==> src/rtl/rd_burst_arb_fsm.sv <==
// Round-robin arbiter and multi-beat read-burst controller with wait-state retry.
// Every output is registered and is computed from the next state, so it changes on the same edge as the state.
module rd_burst_arb_fsm #(
  parameter int N_CH      = 4,
  parameter int LEN_W     = 4,
  parameter int MAX_RETRY = 3
) (
  input  logic                  clk,
  input  logic                  rst,
  input  logic [N_CH-1:0]       start,
  input  logic [N_CH*LEN_W-1:0] len,
  input  logic                  ws,
  output logic [N_CH-1:0]       gnt,
  output logic                  rd,
  output logic                  ds,
  output logic                  err,
  output logic [LEN_W-1:0]      beat
);

  localparam int PTR_W   = (N_CH > 1) ? $clog2(N_CH) : 1;
  localparam int RETRY_W = $clog2(MAX_RETRY + 1);

  typedef enum logic [2:0] {
    IDLE = 3'd0,
    READ = 3'd1,
    DLY  = 3'd2,
    DONE = 3'd3,
    ERR  = 3'd4
  } state_t;

  state_t               state, state_nxt;
  logic [PTR_W-1:0]     ptr, ptr_nxt;
  logic [RETRY_W-1:0]   retry, retry_nxt;
  logic [LEN_W-1:0]     remaining, remaining_nxt;
  logic [LEN_W-1:0]     beat_nxt;
  logic [N_CH-1:0]      gnt_nxt;
  logic                 rd_nxt, ds_nxt, err_nxt;
  logic                 found;
  logic [PTR_W-1:0]     pick, cand;

  // The search starts just above the last grant and wraps, so the last winner ranks lowest.
  always_comb begin : arb
    found = 1'b0;
    pick  = ptr;
    cand  = '0;
    for (int k = 1; k <= N_CH; k++) begin
      cand = PTR_W'((int'(ptr) + k) % N_CH);
      if (!found && start[cand]) begin
        found = 1'b1;
        pick  = cand;
      end
    end
  end

  // NOTE: every variable gets a default before the case, so no path leaves one unassigned and no latch is inferred.
  always_comb begin : fsm
    state_nxt     = state;
    ptr_nxt       = ptr;
    retry_nxt     = retry;
    remaining_nxt = remaining;
    beat_nxt      = beat;
    gnt_nxt       = gnt;
    case (state)
      IDLE: begin
        if (found) begin
          state_nxt     = READ;
          ptr_nxt       = pick;
          remaining_nxt = len[int'(pick)*LEN_W +: LEN_W];
          beat_nxt      = '0;
          retry_nxt     = '0;
          gnt_nxt       = N_CH'(1) << pick;
        end
      end
      READ: state_nxt = DLY;
      DLY: begin
        if (ws) begin
          if (retry == RETRY_W'(MAX_RETRY)) begin
            state_nxt = ERR;
          end else begin
            retry_nxt = retry + RETRY_W'(1);
            state_nxt = READ;
          end
        end else begin
          retry_nxt = '0;
          if (remaining == '0) begin
            state_nxt = DONE;
          end else begin
            remaining_nxt = remaining - LEN_W'(1);
            beat_nxt      = beat + LEN_W'(1);
            state_nxt     = READ;
          end
        end
      end
      DONE, ERR: begin
        state_nxt = IDLE;
        gnt_nxt   = '0;
      end
      default: begin
`ifndef SYNTHESIS
        state_nxt = state_t'('x);
        gnt_nxt   = 'x;
        beat_nxt  = 'x;
`else
        state_nxt = IDLE;
        gnt_nxt   = '0;
        beat_nxt  = '0;
`endif
      end
    endcase
    rd_nxt  = (state_nxt == READ) || (state_nxt == DLY);
    ds_nxt  = (state_nxt == DONE);
    err_nxt = (state_nxt == ERR);
  end

  // NOTE: sequential state uses non-blocking assignments so every register samples the pre-edge values.
  always_ff @(posedge clk or posedge rst) begin
    if (rst) begin
      state     <= IDLE;
      ptr       <= PTR_W'(N_CH - 1);
      retry     <= '0;
      remaining <= '0;
      beat      <= '0;
      gnt       <= '0;
      rd        <= 1'b0;
      ds        <= 1'b0;
      err       <= 1'b0;
    end else begin
      state     <= state_nxt;
      ptr       <= ptr_nxt;
      retry     <= retry_nxt;
      remaining <= remaining_nxt;
      beat      <= beat_nxt;
      gnt       <= gnt_nxt;
      rd        <= rd_nxt;
      ds        <= ds_nxt;
      err       <= err_nxt;
    end
  end

endmodule
==> config.mk <==
export PLATFORM = sky130hd
export DESIGN_NAME = rd_burst_arb_fsm
export DESIGN_NICKNAME = d
export VERILOG_FILES = /design/src/rtl/rd_burst_arb_fsm.sv
export SDC_FILE = /design/constraint.sdc
export NUM_CORES = 1
export LEC_CHECK = 0
export CORE_MARGIN = 2
export CORE_UTILIZATION = 47
export DETAILED_ROUTE_END_ITERATION = 10
export HOLD_SLACK_MARGIN = 0.03
export PLACE_DENSITY = 0.89
export SLEW_MARGIN = 20
export SYNTH_ARGS = -nofsm -noshare
export SYNTH_HDL_FRONTEND = slang
export SYNTH_SLANG_ARGS = --single-unit
export TNS_END_PERCENT = 20
==> constraint.sdc <==
create_clock -name clk -period 2.4 [get_ports clk]
set_input_delay 0.48 -clock clk [delete_from_list [all_inputs] [get_ports clk]]
set_output_delay 0.48 -clock clk [all_outputs]
set_load 0.005 [all_outputs]
==> results of run 1 <==
==> registers in the layout, indices dropped and copies added (netlist names) <==
name and count:
beat 4, remaining 4, gnt 4, ptr 2, state 3, err 1
ds 1, rd 1, retry 2
==> report_power, final <==
group          internal (mW)  total [mW]  switching (mW)
registers              0.502       0.615           0.113
logic                  0.410       0.891           0.481
clock network         0.0928       0.208           0.115
==> cells in the mapped netlist (all sizes together) <==
| master | count |
|---|---|
| nor3 | 6 |
| and3 | 3 |
| nand2b | 2 |
| nand3 | 8 |
| or3 | 1 |
| o21a | 2 |
| a211oi | 2 |
| ha | 4 |
| nand2 | 12 |
| inv | 10 |
| or4 | 1 |
| o21ai | 17 |
| nand3b | 1 |
| nor3b | 2 |
| o211ai | 2 |
| dfrtp | 20 |
| dfstp | 2 |
| a22o | 1 |
| buf | 2 |
| o31ai | 1 |
| clkbuf | 2 |
| o221ai | 2 |
| a21oi | 7 |
| nor2 | 8 |
| a31oi | 2 |
| or3b | 1 |
| mux2i | 11 |
| a21o | 1 |
| nor4 | 1 |
==> worst paths after layout <==
| check | slack [ps] | endpoint |
|---|---|---|
| worst min register to register | 500 | gnt[3]$_DFFE_PP0P_ |
| worst min-delay path | 500 | err$_DFF_PP0_ |
| max in group asynchronous | 1620 | ptr[0]$_DFFE_PP1P_ |
| min in group clk | 500 | gnt[3]$_DFFE_PP0P_ |
| worst max-delay path | 240 | beat[2]$_DFFE_PP0P_ |
| worst max register to register | 240 | beat[2]$_DFFE_PP0P_ |
==> layer usage <==
metal,vias to the layer above,track usage
li1,562,-
met1,568,0.2664
met2,25,0.3878
met3,6,0.06792
met4,0,0.06969
met5,-,0
==> critical path, delay by kind of cell, from the launching register on <==
kind	cells	cell delay, ps
simple gates	2	490
compound gates	4	890
buf+inv	1	80
fa+ha+maj	1	200
flops	1	410
==> logic make-up (layout without fill, tap and decap cells) <==
kind of cell             count (synthesis)  after routing  synth area share
flip-flops                              22             22            0.4469
adder cells (fa/ha/maj)                  4              4           0.04045
buffers and inverters                   14             54           0.04652
AND/OR/NAND/NOR                         46             46            0.1881
AO/OA/AOI/OAI                           37             37            0.1891
multiplexers                            11             11           0.08898
==> per-stage QoR <==
stage,power [mW],cells,hold slack [ps]
2_1_floorplan,1.168,134,453.8
5_1_grt,1.850,204,520.0
3_5_place_dp,1.501,200,473.6
3_3_place_gp,1.439,200,468.4
6_report,1.713,204,497.8
4_1_cts,1.711,204,502.2
==> cell type report <==
cell class              count  share of cell area
repair buffers             40              0.2287
inverters                  10             0.02242
clock buffers               4             0.02167
multi-input cells          98              0.3744
well taps                  30             0.02242
flip-flops and latches     22              0.3303
==> report_table.html, run 1 <==
<table>
<tr><th>Metric</th><th>Value</th></tr>
<tr><th colspan="2">Setup path</th></tr>
<tr><td>Critical path startpoint category</td><td>flop</td></tr>
<tr><td>Required time at the endpoint of the critical path</td><td>2610 ps</td></tr>
<tr><td>Launch point of the critical path</td><td>remaining[0]$_DFFE_PP0P_</td></tr>
<tr><td>Crit-path slowest cell</td><td>sky130_fd_sc_hd__dfrtp_1</td></tr>
<tr><td>Critical setup path kind</td><td>flop to flop</td></tr>
<tr><td>Reg2Reg Launch Point</td><td>remaining[0]$_DFFE_PP0P_</td></tr>
<tr><td>Maximum single-stage delay on the critical path</td><td>410 ps</td></tr>
<tr><td>Worst-path cell chain</td><td>inv_1 -&gt; ha_1 -&gt; or3b_1 -&gt; nor3b_2 -&gt; a21oi_1 -&gt; o21ai_1 -&gt; o21ai_0 -&gt; a22o_1</td></tr>
<tr><td>Worst R2R Path Depth</td><td>8</td></tr>
<tr><td>Worst EP arrival</td><td>2380 ps</td></tr>
<tr><td>Critical Path End Type</td><td>flop</td></tr>
<tr><td>Maximum fanout along the worst path</td><td>6</td></tr>
<tr><th colspan="2">Detailed routing</th></tr>
<tr><td>Topmost layer with routed signal wires</td><td>met4</td></tr>
<tr><td>Total vias in the final route</td><td>1161</td></tr>
<tr><td>Iteration-0 DRC count of the detailed router</td><td>36</td></tr>
<tr><td>Routed Wire Length</td><td>3.201 mm</td></tr>
<tr><td>Routed length per placed instance</td><td>15.69 um</td></tr>
<tr><td>Met2 wire length</td><td>1.689 mm</td></tr>
<tr><td>Number of vias per cell</td><td>5.691</td></tr>
<tr><td>Remaining antenna violation count after routing</td><td>0</td></tr>
<tr><td>Routed length on met1</td><td>1.345 mm</td></tr>
<tr><td>Number of search-and-repair iterations in the first detailed-routing pass</td><td>4</td></tr>
<tr><td>Sum of met3 wire segment lengths after detailed routing</td><td>119 um</td></tr>
<tr><td>Number of remaining DRC errors</td><td>0</td></tr>
<tr><th colspan="2">STA</th></tr>
<tr><td>Setup repair after global routing missed its margin</td><td>false</td></tr>
<tr><td>Aggregate negative setup slack</td><td>0 ps</td></tr>
<tr><td>Setup Viol. Count Final</td><td>0</td></tr>
<tr><td>Pins Over Slew Limit</td><td>0</td></tr>
<tr><td>Final critical-path share of the clock period</td><td>0.9019</td></tr>
<tr><td>Maximum frequency from static timing analysis</td><td>0.4620 GHz</td></tr>
<tr><td>Count of endpoints failing hold in the final timing report</td><td>0</td></tr>
<tr><td>Final period demand of the worst path</td><td>2165 ps</td></tr>
<tr><td>Relative slew slack</td><td>0.6168</td></tr>
<tr><td>Worst-margin pin slew</td><td>570.5 ps</td></tr>
<tr><td>Post-route worst setup slack</td><td>235.5 ps</td></tr>
<tr><td>Worst Clk Skew</td><td>2.938 ps</td></tr>
<tr><th colspan="2">Die</th></tr>
<tr><td>Vertical die dimension</td><td>55.31 um</td></tr>
<tr><td>Die W</td><td>55.31 um</td></tr>
<tr><td>CORE AREA</td><td>2477 sq um</td></tr>
<tr><td>IO Count</td><td>34</td></tr>
<tr><td>Floorplan row count</td><td>18</td></tr>
<tr><td>Effective utilization at floorplan</td><td>0.4995</td></tr>
<tr><td>Die ar.</td><td>3059 sq um</td></tr>
<tr><th colspan="2">Global routing</th></tr>
<tr><td>Overall Global Routing Usage</td><td>0.2243</td></tr>
<tr><td>Number of antenna violations at the first check in global routing</td><td>0</td></tr>
<tr><td>Number of global-route vias before repair</td><td>1250</td></tr>
<tr><td>Global-route wire length before repair</td><td>5.485 mm</td></tr>
<tr><td>Maximum number of pins on one net before global-route repair</td><td>23</td></tr>
<tr><td>Overflow left after global routing</td><td>0</td></tr>
<tr><th colspan="2">Cells and area</th></tr>
<tr><td>Number of nets in the layout</td><td>202</td></tr>
<tr><td>Count of fill cells added during filler insertion</td><td>205</td></tr>
<tr><td>Finished Core Util</td><td>0.6758</td></tr>
<tr><td>Layout cell share with drive strength beyond 1</td><td>0.09770</td></tr>
<tr><td>Fin area</td><td>1674 sq um</td></tr>
<tr><td>FF/Latch Area</td><td>553.0 sq um</td></tr>
<tr><td>Synthesis-to-finish area growth</td><td>35.29%</td></tr>
<tr><td>Footprint of the multi-input gates</td><td>626.9 sq um</td></tr>
<tr><td>Most frequent standard cell in the layout excluding fill and tap cells</td><td>sky130_fd_sc_hd__clkdlybuf4s50_1</td></tr>
<tr><td># diodes</td><td>0</td></tr>
<tr><td>Top library cells by usage in the layout, fill and taps aside</td><td>33 x sky130_fd_sc_hd__clkdlybuf4s50_1, 20 x sky130_fd_sc_hd__dfrtp_1, 15 x sky130_fd_sc_hd__o21ai_0</td></tr>
<tr><th colspan="2">Power and ir drop</th></tr>
<tr><td>Power density normalized to cell area</td><td>1023 nW/um^2</td></tr>
<tr><td>Leakage component of the power</td><td>0.7501 nW</td></tr>
<tr><td>Peak ir drop on the vdd network</td><td>659.4 uV</td></tr>
<tr><th colspan="2">Yosys</th></tr>
<tr><td>Cell taking the most area after synthesis</td><td>sky130_fd_sc_hd__dfrtp_1</td></tr>
<tr><td>Synthesis Warnings</td><td>0</td></tr>
<tr><td>Dominant cells by area after synthesis</td><td>sky130_fd_sc_hd__dfrtp_1 40%, sky130_fd_sc_hd__mux2i_1 8.9%, sky130_fd_sc_hd__o21ai_0 6.1%</td></tr>
<tr><td>Post-synthesis sequential element count</td><td>22</td></tr>
<tr><td>Synthesized net count</td><td>161</td></tr>
<tr><td>Netlist Area Pre-Place</td><td>1237 sq um</td></tr>
<tr><td>Post-synth cell types</td><td>35</td></tr>
<tr><td>Cell count after synthesis</td><td>134</td></tr>
<tr><td>Average cell area after synthesis</td><td>9.235 sq um</td></tr>
<tr><td>Sequential fraction of the synthesis area</td><td>0.4469</td></tr>
<tr><td>Fraction of synthesized cell area taken by the top area cell type</td><td>0.4044</td></tr>
<tr><th colspan="2">Placed design</th></tr>
<tr><td>DP Wirelength</td><td>2.435 mm</td></tr>
<tr><td>Placement-stage worst setup slack</td><td>-5.019 ps</td></tr>
<tr><td>Placed cell areas</td><td>1638 sq um</td></tr>
<tr><td>Final Wtd Congestion</td><td>0.8516</td></tr>
<tr><td>Port Buf Inserts</td><td>33</td></tr>
<tr><th colspan="2">Clock network</th></tr>
<tr><td>Hold-fix buffers at CTS</td><td>0</td></tr>
<tr><td>Clock tree from TritonCTS</td><td>done</td></tr>
<tr><td>Clock transition at the registers of the reported paths</td><td>120 ps</td></tr>
<tr><td>Max Root-Sink Buffers</td><td>2</td></tr>
<tr><td>H-tree Lvls</td><td>1</td></tr>
<tr><td>Number of instances resized during post-cts repair</td><td>0</td></tr>
<tr><td>Clock latency at the later pin of the worst-skew pair</td><td>310 ps</td></tr>
<tr><td>TritonCTS Sinks</td><td>22</td></tr>
<tr><td>Total CTS buffers</td><td>3</td></tr>
<tr><td>Root buffer cell</td><td>sky130_fd_sc_hd__clkbuf_4</td></tr>
<tr><td>Total setup buffers inserted after CTS</td><td>0</td></tr>
<tr><th colspan="2">Min path</th></tr>
<tr><td>Hold Crit Class</td><td>input port to async pin</td></tr>
<tr><th colspan="2">Run status</th></tr>
<tr><td>Outcome</td><td>finished clean</td></tr>
<tr><th colspan="2">Flow run</th></tr>
<tr><td>Max cap viols</td><td>0</td></tr>
</table>
(Power assumes the default switching activity.)
==> run 2: changes to the inputs <==
CORE_UTILIZATION = 49   (was 47)
CTS_BUF_LIST = sky130_fd_sc_hd__clkbuf_2   (was default)
HOLD_SLACK_MARGIN = default   (was 0.03)
PLACE_DENSITY = 0.92   (was 0.89)
==> run 2 against run 1 <==
  * First-iteration DRC count is 61% higher
  * Sequential share of layout area rose by 0.50 points
  * Global-route usage fell by 0.83 points
  * Clock-buffer cell count decreased by 1
  * Final cell count fell by 0.49%
  * Register-to-register slack gained 30 ps
  * Sequential power hardly changed
  * Worst hold slack worse by 42 ps
  * Via count grew 3.0%
  * Fmax rose by 1.4%
  * Sequential cell count is the same
  * Highest routed layer unchanged
==> report_table.html, run 2 (synthesis results as in run 1) <==
<table>
<tr><th>Metric</th><th>Value</th></tr>
<tr><th colspan="2">Run status</th></tr>
<tr><td>Outcome</td><td>finished clean</td></tr>
<tr><th colspan="2">Power and ir drop</th></tr>
<tr><td>Leakage component of the power</td><td>0.7381 nW</td></tr>
<tr><td>Peak ir drop on the vdd network</td><td>586.1 uV</td></tr>
<tr><td>Power density normalized to cell area</td><td>987.3 nW/um^2</td></tr>
<tr><th colspan="2">Detailed routing</th></tr>
<tr><td>Number of search-and-repair iterations in the first detailed-routing pass</td><td>4</td></tr>
<tr><td>Routed length per placed instance</td><td>15.11 um</td></tr>
<tr><td>Remaining antenna violation count after routing</td><td>0</td></tr>
<tr><td>Number of remaining DRC errors</td><td>0</td></tr>
<tr><td>Iteration-0 DRC count of the detailed router</td><td>58</td></tr>
<tr><td>Routed Wire Length</td><td>3.068 mm</td></tr>
<tr><td>Number of vias per cell</td><td>5.892</td></tr>
<tr><td>Total vias in the final route</td><td>1196</td></tr>
<tr><th colspan="2">Setup path</th></tr>
<tr><td>Critical setup path kind</td><td>flop to flop</td></tr>
<tr><td>Reg2Reg Launch Point</td><td>remaining[0]$_DFFE_PP0P_</td></tr>
<tr><td>Critical path startpoint category</td><td>flop</td></tr>
<tr><td>Critical Path End Type</td><td>flop</td></tr>
<tr><td>Worst EP arrival</td><td>2350 ps</td></tr>
<tr><td>Worst reg2reg endpoint</td><td>remaining[2]$_DFFE_PP0P_</td></tr>
<tr><td>Worst R2R Setup Slack</td><td>270 ps</td></tr>
<tr><td>Maximum fanout along the worst path</td><td>4</td></tr>
<tr><td>Required time at the endpoint of the critical path</td><td>2610 ps</td></tr>
<tr><td>Worst R2R Path Depth</td><td>8</td></tr>
<tr><th colspan="2">Global routing</th></tr>
<tr><td>Global-route wire length before repair</td><td>4.602 mm</td></tr>
<tr><td>Maximum number of pins on one net before global-route repair</td><td>23</td></tr>
<tr><td>Overall Global Routing Usage</td><td>0.2160</td></tr>
<tr><td>Number of antenna violations at the first check in global routing</td><td>0</td></tr>
<tr><td>Overflow left after global routing</td><td>0</td></tr>
<tr><td>Number of global-route vias before repair</td><td>1097</td></tr>
<tr><th colspan="2">STA</th></tr>
<tr><td>Relative slew slack</td><td>0.6387</td></tr>
<tr><td>Worst Clk Skew</td><td>1.476 ps</td></tr>
<tr><td>Tightest hold margin</td><td>455.6 ps</td></tr>
<tr><td>Setup Viol. Count Final</td><td>0</td></tr>
<tr><td>Setup repair after global routing missed its margin</td><td>false</td></tr>
<tr><td>Count of endpoints failing hold in the final timing report</td><td>0</td></tr>
<tr><td>Final critical-path share of the clock period</td><td>0.8895</td></tr>
<tr><td>Final period demand of the worst path</td><td>2135 ps</td></tr>
<tr><td>Pins Over Slew Limit</td><td>0</td></tr>
<tr><td>Maximum frequency from static timing analysis</td><td>0.4684 GHz</td></tr>
<tr><td>Aggregate negative setup slack</td><td>0 ps</td></tr>
<tr><td>Worst-margin pin slew</td><td>538.8 ps</td></tr>
<tr><th colspan="2">Clock network</th></tr>
<tr><td>Max Root-Sink Buffers</td><td>2</td></tr>
<tr><td>Total setup buffers inserted after CTS</td><td>0</td></tr>
<tr><td>TritonCTS Sinks</td><td>22</td></tr>
<tr><td>Clock tree from TritonCTS</td><td>done</td></tr>
<tr><td>Clock transition at the registers of the reported paths</td><td>190 ps</td></tr>
<tr><td>Root buffer cell</td><td>sky130_fd_sc_hd__clkbuf_2</td></tr>
<tr><td>H-tree Lvls</td><td>1</td></tr>
<tr><td>Hold-fix buffers at CTS</td><td>0</td></tr>
<tr><td>Number of instances resized during post-cts repair</td><td>0</td></tr>
<tr><td>Total CTS buffers</td><td>3</td></tr>
<tr><td>Clock latency at the later pin of the worst-skew pair</td><td>320 ps</td></tr>
<tr><th colspan="2">Cells and area</th></tr>
<tr><td># diodes</td><td>0</td></tr>
<tr><td>Finished Core Util</td><td>0.6780</td></tr>
<tr><td>Largest registers</td><td>beat: 4 flops, gnt: 4 flops, remaining: 4 flops</td></tr>
<tr><td>Number of nets in the layout</td><td>201</td></tr>
<tr><td>Layout cell share with drive strength beyond 1</td><td>0.08671</td></tr>
<tr><td>Count of fill cells added during filler insertion</td><td>172</td></tr>
<tr><td>Synthesis-to-finish area growth</td><td>33.27%</td></tr>
<tr><td>Post-layout instance count excluding filler cells</td><td>203</td></tr>
<tr><td>Top library cells by usage in the layout, fill and taps aside</td><td>33 x sky130_fd_sc_hd__clkdlybuf4s50_1, 20 x sky130_fd_sc_hd__dfrtp_1, 15 x sky130_fd_sc_hd__o21ai_0</td></tr>
<tr><td>Most frequent standard cell in the layout excluding fill and tap cells</td><td>sky130_fd_sc_hd__clkdlybuf4s50_1</td></tr>
<tr><td>Fin area</td><td>1649 sq um</td></tr>
<tr><th colspan="2">Die</th></tr>
<tr><td>Floorplan row count</td><td>18</td></tr>
<tr><td>Die W</td><td>54.26 um</td></tr>
<tr><td>IO Count</td><td>34</td></tr>
<tr><td>Vertical die dimension</td><td>54.26 um</td></tr>
<tr><td>Die ar.</td><td>2944 sq um</td></tr>
<tr><td>Effective utilization at floorplan</td><td>0.5087</td></tr>
<tr><td>CORE AREA</td><td>2432 sq um</td></tr>
<tr><th colspan="2">Placed design</th></tr>
<tr><td>Final Wtd Congestion</td><td>0.8940</td></tr>
<tr><td>Placed Cells incl. Taps</td><td>199</td></tr>
<tr><td>Placed cell areas</td><td>1630 sq um</td></tr>
<tr><td>DP Wirelength</td><td>2.362 mm</td></tr>
<tr><td>Port Buf Inserts</td><td>33</td></tr>
<tr><th colspan="2">Flow run</th></tr>
<tr><td>Max cap viols</td><td>0</td></tr>
<tr><th colspan="2">Min path</th></tr>
<tr><td>Hold Crit Class</td><td>input port to async pin</td></tr>
</table>
run 2: cell count changes in the layout (fill, tap and decap cells not counted), sizes merged:
cell / delta
clkbuf: -1
buf: -1
clkinv: +1
run 2: per-stage QoR:
step                power (mW)  setup WS, ps
floorplan                1.168         552.9
global placement         1.414         106.5
detailed placement       1.478        -46.69
CTS                      1.621         273.1
global route             1.746         155.9
finish                   1.628         265.2
run 2: cell type report:
type | count | area (sq um) | area share
inverter | 10 | 37.54 | 0.02276
sequential | 22 | 553.0 | 0.3354
timing repair buffer | 39 | 375.4 | 0.2276
tap | 30 | 37.54 | 0.02276
clock inverter | 1 | 3.754 | 0.002276
multi-input combinational | 98 | 626.9 | 0.3801
clock buffer | 3 | 15.01 | 0.009105
run 2: metal layers:
layer | up-vias | track usage | wire (um)
met3 | 14 | 0.03552 | 167
met2 | 56 | 0.3916 | 1509
met5 | - | 0 | 0
li1 | 561 | - | -
met1 | 565 | 0.2509 | 1301
met4 | 0 | 0.08750 | 89
run 2: critical path: stages (launching register included):
cell	delay (ps)
sky130_fd_sc_hd__dfrtp_1	450
sky130_fd_sc_hd__inv_1	100
sky130_fd_sc_hd__ha_1	140
sky130_fd_sc_hd__or3b_1	400
sky130_fd_sc_hd__nor3b_2	210
sky130_fd_sc_hd__o21a_1	210
sky130_fd_sc_hd__and3_1	180
sky130_fd_sc_hd__o21ai_0	200
sky130_fd_sc_hd__o221ai_1	150
run 2: worst max-delay path by stage:
stage	startpoint	cells past startpoint	end
floorplan	remaining[0]$_DFFE_PP0P_	8	remaining[2]$_DFFE_PP0P_
finish	remaining[0]$_DFFE_PP0P_	8	remaining[2]$_DFFE_PP0P_
global route	remaining[0]$_DFFE_PP0P_	8	beat[2]$_DFFE_PP0P_
detailed placement	start[1]	7	remaining[2]$_DFFE_PP0P_
global placement	start[1]	7	remaining[2]$_DFFE_PP0P_
CTS	remaining[1]$_DFFE_PP0P_	8	remaining[2]$_DFFE_PP0P_
run 2: where the power goes:
part / switching [mW] / internal [mW] / leakage (nW)
logic: 0.474 / 0.396 / 0.443
registers: 0.114 / 0.501 / 0.281
clock network: 0.107 / 0.0362 / 0.0140
==> run 3: changes to the inputs <==
CORE_UTILIZATION = 44   (was 49)
PLACE_DENSITY = 0.74   (was 0.92)
clock period = 1.95 ns   (was 2.4 ns; I/O delays follow)
==> run 3 against run 2 <==
  * The run now ends with setup timing left
  * Non-clock buffer count up 10
  * Sequential cell count is the same
  * Die area grew 10%
  * Fmax rose by 3.5%
  * Clock-buffer cell count did not move
  * Final cell count up 5.4%
  * Utilization is 1.1 points lower
  * Sequential share of layout area decreased by 2.9 points
  * Critical endpoint unchanged
  * Clock power is 120% higher
  * Wire length rose by 6.8%
==> report_table.html, run 3 (synthesis results as in run 1) <==
<table>
<tr><th>Metric</th><th>Value</th></tr>
<tr><th colspan="2">Global routing</th></tr>
<tr><td>Maximum number of pins on one net before global-route repair</td><td>23</td></tr>
<tr><td>Number of global-route vias before repair</td><td>1246</td></tr>
<tr><td>Global-route wire length before repair</td><td>5.540 mm</td></tr>
<tr><td>Number of antenna violations at the first check in global routing</td><td>0</td></tr>
<tr><td>Overflow left after global routing</td><td>0</td></tr>
<tr><td>Overall Global Routing Usage</td><td>0.2158</td></tr>
<tr><th colspan="2">Detailed routing</th></tr>
<tr><td>Total vias in the final route</td><td>1185</td></tr>
<tr><td>Routed Wire Length</td><td>3.278 mm</td></tr>
<tr><td>Routed length per placed instance</td><td>15.32 um</td></tr>
<tr><td>Number of search-and-repair iterations in the first detailed-routing pass</td><td>4</td></tr>
<tr><td>Iteration-0 DRC count of the detailed router</td><td>47</td></tr>
<tr><td>Remaining antenna violation count after routing</td><td>0</td></tr>
<tr><td>Number of remaining DRC errors</td><td>0</td></tr>
<tr><td>Number of vias per cell</td><td>5.537</td></tr>
<tr><th colspan="2">STA</th></tr>
<tr><td>Final period demand of the worst path</td><td>2062 ps</td></tr>
<tr><td>Relative slew slack</td><td>0.5741</td></tr>
<tr><td>Aggregate negative setup slack</td><td>-148.8 ps</td></tr>
<tr><td>Tightest hold margin</td><td>344.2 ps</td></tr>
<tr><td>Maximum frequency from static timing analysis</td><td>0.4849 GHz</td></tr>
<tr><td>Worst Clk Skew</td><td>22.38 ps</td></tr>
<tr><td>Setup repair after global routing missed its margin</td><td>true</td></tr>
<tr><td>Final critical-path share of the clock period</td><td>1.058</td></tr>
<tr><td>Pins Over Slew Limit</td><td>0</td></tr>
<tr><td>Worst-margin pin slew</td><td>634.0 ps</td></tr>
<tr><td>Setup Viol. Count Final</td><td>5</td></tr>
<tr><td>Post-route worst setup slack</td><td>-112.5 ps</td></tr>
<tr><td>Count of endpoints failing hold in the final timing report</td><td>0</td></tr>
<tr><th colspan="2">Cells and area</th></tr>
<tr><td>Number of nets in the layout</td><td>211</td></tr>
<tr><td># diodes</td><td>0</td></tr>
<tr><td>Top library cells by usage in the layout, fill and taps aside</td><td>33 x sky130_fd_sc_hd__clkdlybuf4s50_1, 20 x sky130_fd_sc_hd__dfrtp_1, 15 x sky130_fd_sc_hd__buf_4</td></tr>
<tr><td>Layout cell share with drive strength beyond 1</td><td>0.1694</td></tr>
<tr><td>Finished Core Util</td><td>0.6671</td></tr>
<tr><td>Largest registers</td><td>beat: 4 flops, gnt: 4 flops, remaining: 4 flops</td></tr>
<tr><td>Most frequent standard cell in the layout excluding fill and tap cells</td><td>sky130_fd_sc_hd__clkdlybuf4s50_1</td></tr>
<tr><td>Post-layout instance count excluding filler cells</td><td>214</td></tr>
<tr><td>Synthesis-to-finish area growth</td><td>46.11%</td></tr>
<tr><td>Count of fill cells added during filler insertion</td><td>239</td></tr>
<tr><td>Fin area</td><td>1808 sq um</td></tr>
<tr><th colspan="2">Clock network</th></tr>
<tr><td>Max Root-Sink Buffers</td><td>2</td></tr>
<tr><td>Clock tree from TritonCTS</td><td>done</td></tr>
<tr><td>Hold-fix buffers at CTS</td><td>0</td></tr>
<tr><td>TritonCTS Sinks</td><td>22</td></tr>
<tr><td>Clock latency at the later pin of the worst-skew pair</td><td>340 ps</td></tr>
<tr><td>Total CTS buffers</td><td>3</td></tr>
<tr><td>Clock transition at the registers of the reported paths</td><td>220 ps</td></tr>
<tr><td>Root buffer cell</td><td>sky130_fd_sc_hd__clkbuf_2</td></tr>
<tr><td>H-tree Lvls</td><td>1</td></tr>
<tr><th colspan="2">Setup path</th></tr>
<tr><td>Required time at the endpoint of the critical path</td><td>2190 ps</td></tr>
<tr><td>Worst EP arrival</td><td>2300 ps</td></tr>
<tr><td>Critical path startpoint category</td><td>flop</td></tr>
<tr><td>Critical Path End Type</td><td>flop</td></tr>
<tr><td>Maximum fanout along the worst path</td><td>3</td></tr>
<tr><td>Critical setup path kind</td><td>flop to flop</td></tr>
<tr><td>Worst reg2reg endpoint</td><td>remaining[2]$_DFFE_PP0P_</td></tr>
<tr><td>Reg2Reg Launch Point</td><td>remaining[0]$_DFFE_PP0P_</td></tr>
<tr><td>Worst R2R Setup Slack</td><td>-110 ps</td></tr>
<tr><td>Worst R2R Path Depth</td><td>8</td></tr>
<tr><th colspan="2">Power and ir drop</th></tr>
<tr><td>Power share of the sequential group</td><td>0.309</td></tr>
<tr><td>Net switching power</td><td>0.9652 mW</td></tr>
<tr><td>Peak ir drop on the vdd network</td><td>1012 uV</td></tr>
<tr><td>Portion of total power attributed to combinational logic</td><td>0.560</td></tr>
<tr><td>Switching share of power</td><td>0.3984</td></tr>
<tr><td>Internal</td><td>1.457 mW</td></tr>
<tr><td>Power density normalized to cell area</td><td>1340 nW/um^2</td></tr>
<tr><td>Leakage component of the power</td><td>0.8069 nW</td></tr>
<tr><td>Clock share of power</td><td>0.132</td></tr>
<tr><th colspan="2">Placed design</th></tr>
<tr><td>Port Buf Inserts</td><td>33</td></tr>
<tr><td>Final Wtd Congestion</td><td>0.9065</td></tr>
<tr><td>DP Wirelength</td><td>2.464 mm</td></tr>
<tr><td>Placed Cells incl. Taps</td><td>208</td></tr>
<tr><td>Placed cell areas</td><td>1692 sq um</td></tr>
<tr><th colspan="2">Die</th></tr>
<tr><td>Die ar.</td><td>3252 sq um</td></tr>
<tr><td>Die W</td><td>57.03 um</td></tr>
<tr><td>IO Count</td><td>34</td></tr>
<tr><td>Vertical die dimension</td><td>57.03 um</td></tr>
<tr><td>Floorplan row count</td><td>19</td></tr>
<tr><td>CORE AREA</td><td>2710 sq um</td></tr>
<tr><td>Effective utilization at floorplan</td><td>0.4566</td></tr>
<tr><th colspan="2">Flow run</th></tr>
<tr><td>Max cap viols</td><td>0</td></tr>
<tr><th colspan="2">Min path</th></tr>
<tr><td>Hold Crit Class</td><td>input port to async pin</td></tr>
<tr><th colspan="2">Run status</th></tr>
<tr><td>Violations in the final reports</td><td>setup timing</td></tr>
<tr><td>Outcome</td><td>finished, violations left</td></tr>
</table>
run 3: cell type report:
type / count / area [sq um] / share of cell area
inverter: 10 / 37.54 / 0.02076
tap: 31 / 38.79 / 0.02145
clock inverter: 1 / 30.03 / 0.01661
clock buffer: 3 / 15.01 / 0.008305
sequential: 22 / 553.0 / 0.3059
multi-input combinational: 98 / 679.4 / 0.3758
timing repair buffer: 49 / 454.2 / 0.2512
run 3: worst max-delay path by stage:
stage	startpoint	to	slack, ps	cells past startpoint
5_1_grt	remaining[0]$_DFFE_PP0P_	remaining[2]$_DFFE_PP0P_	-200	8
4_1_cts	remaining[0]$_DFFE_PP0P_	remaining[2]$_DFFE_PP0P_	-40	8
2_1_floorplan	remaining[0]$_DFFE_PP0P_	remaining[2]$_DFFE_PP0P_	100	8
6_report	remaining[0]$_DFFE_PP0P_	remaining[2]$_DFFE_PP0P_	-110	8
3_5_place_dp	start[3]	remaining[3]$_DFFE_PP0P_	-360	8
3_3_place_gp	start[3]	remaining[3]$_DFFE_PP0P_	-250	8
run 3: what timing repair did:
item | in CTS | in global routing
setup buffers | 0 | 2
gates cloned | 0 | 0
endpoints found under the setup margin | 5 | 15
gates resized for setup | 4 | 9
pin swaps | 1 | 3
run 3: worst max-delay path, stage by stage, from the launching register on:
cell	delay, ps
sky130_fd_sc_hd__dfrtp_1	440
sky130_fd_sc_hd__inv_1	90
sky130_fd_sc_hd__ha_1	140
sky130_fd_sc_hd__or3b_1	380
sky130_fd_sc_hd__nor3b_4	190
sky130_fd_sc_hd__o21a_1	190
sky130_fd_sc_hd__and3_1	170
sky130_fd_sc_hd__o21ai_0	190
sky130_fd_sc_hd__o221ai_1	160
run 3: routing by layer:
layer  global-route usage  vias to the layer above  share of wire
li1                     -                      583              -
met1               0.2702                      570           0.43
met2               0.3859                       30           0.53
met3              0.05215                        2          0.037
met4              0.03322                        0         0.0046
met5                    0                        -              0
run 3: power groups by stage:
stage | Combinational (mW) | Clock, mW | Sequential (mW)
3_5_place_dp | 1.20 | 0 | 0.748
3_3_place_gp | 1.14 | 0 | 0.744
4_1_cts | 1.25 | 0.321 | 0.744
6_report | 1.36 | 0.319 | 0.748
5_1_grt | 1.50 | 0.340 | 0.771
2_1_floorplan | 0.721 | 0 | 0.717
run 3: stage by stage:
stage	power [mW]	setup slack (ps)
after CTS	2.314	-42.83
after floorplan	1.438	102.9
after detailed placement	1.949	-357.7
final	2.423	-112.5
after global placement	1.887	-253.8
after global routing	2.606	-203.3
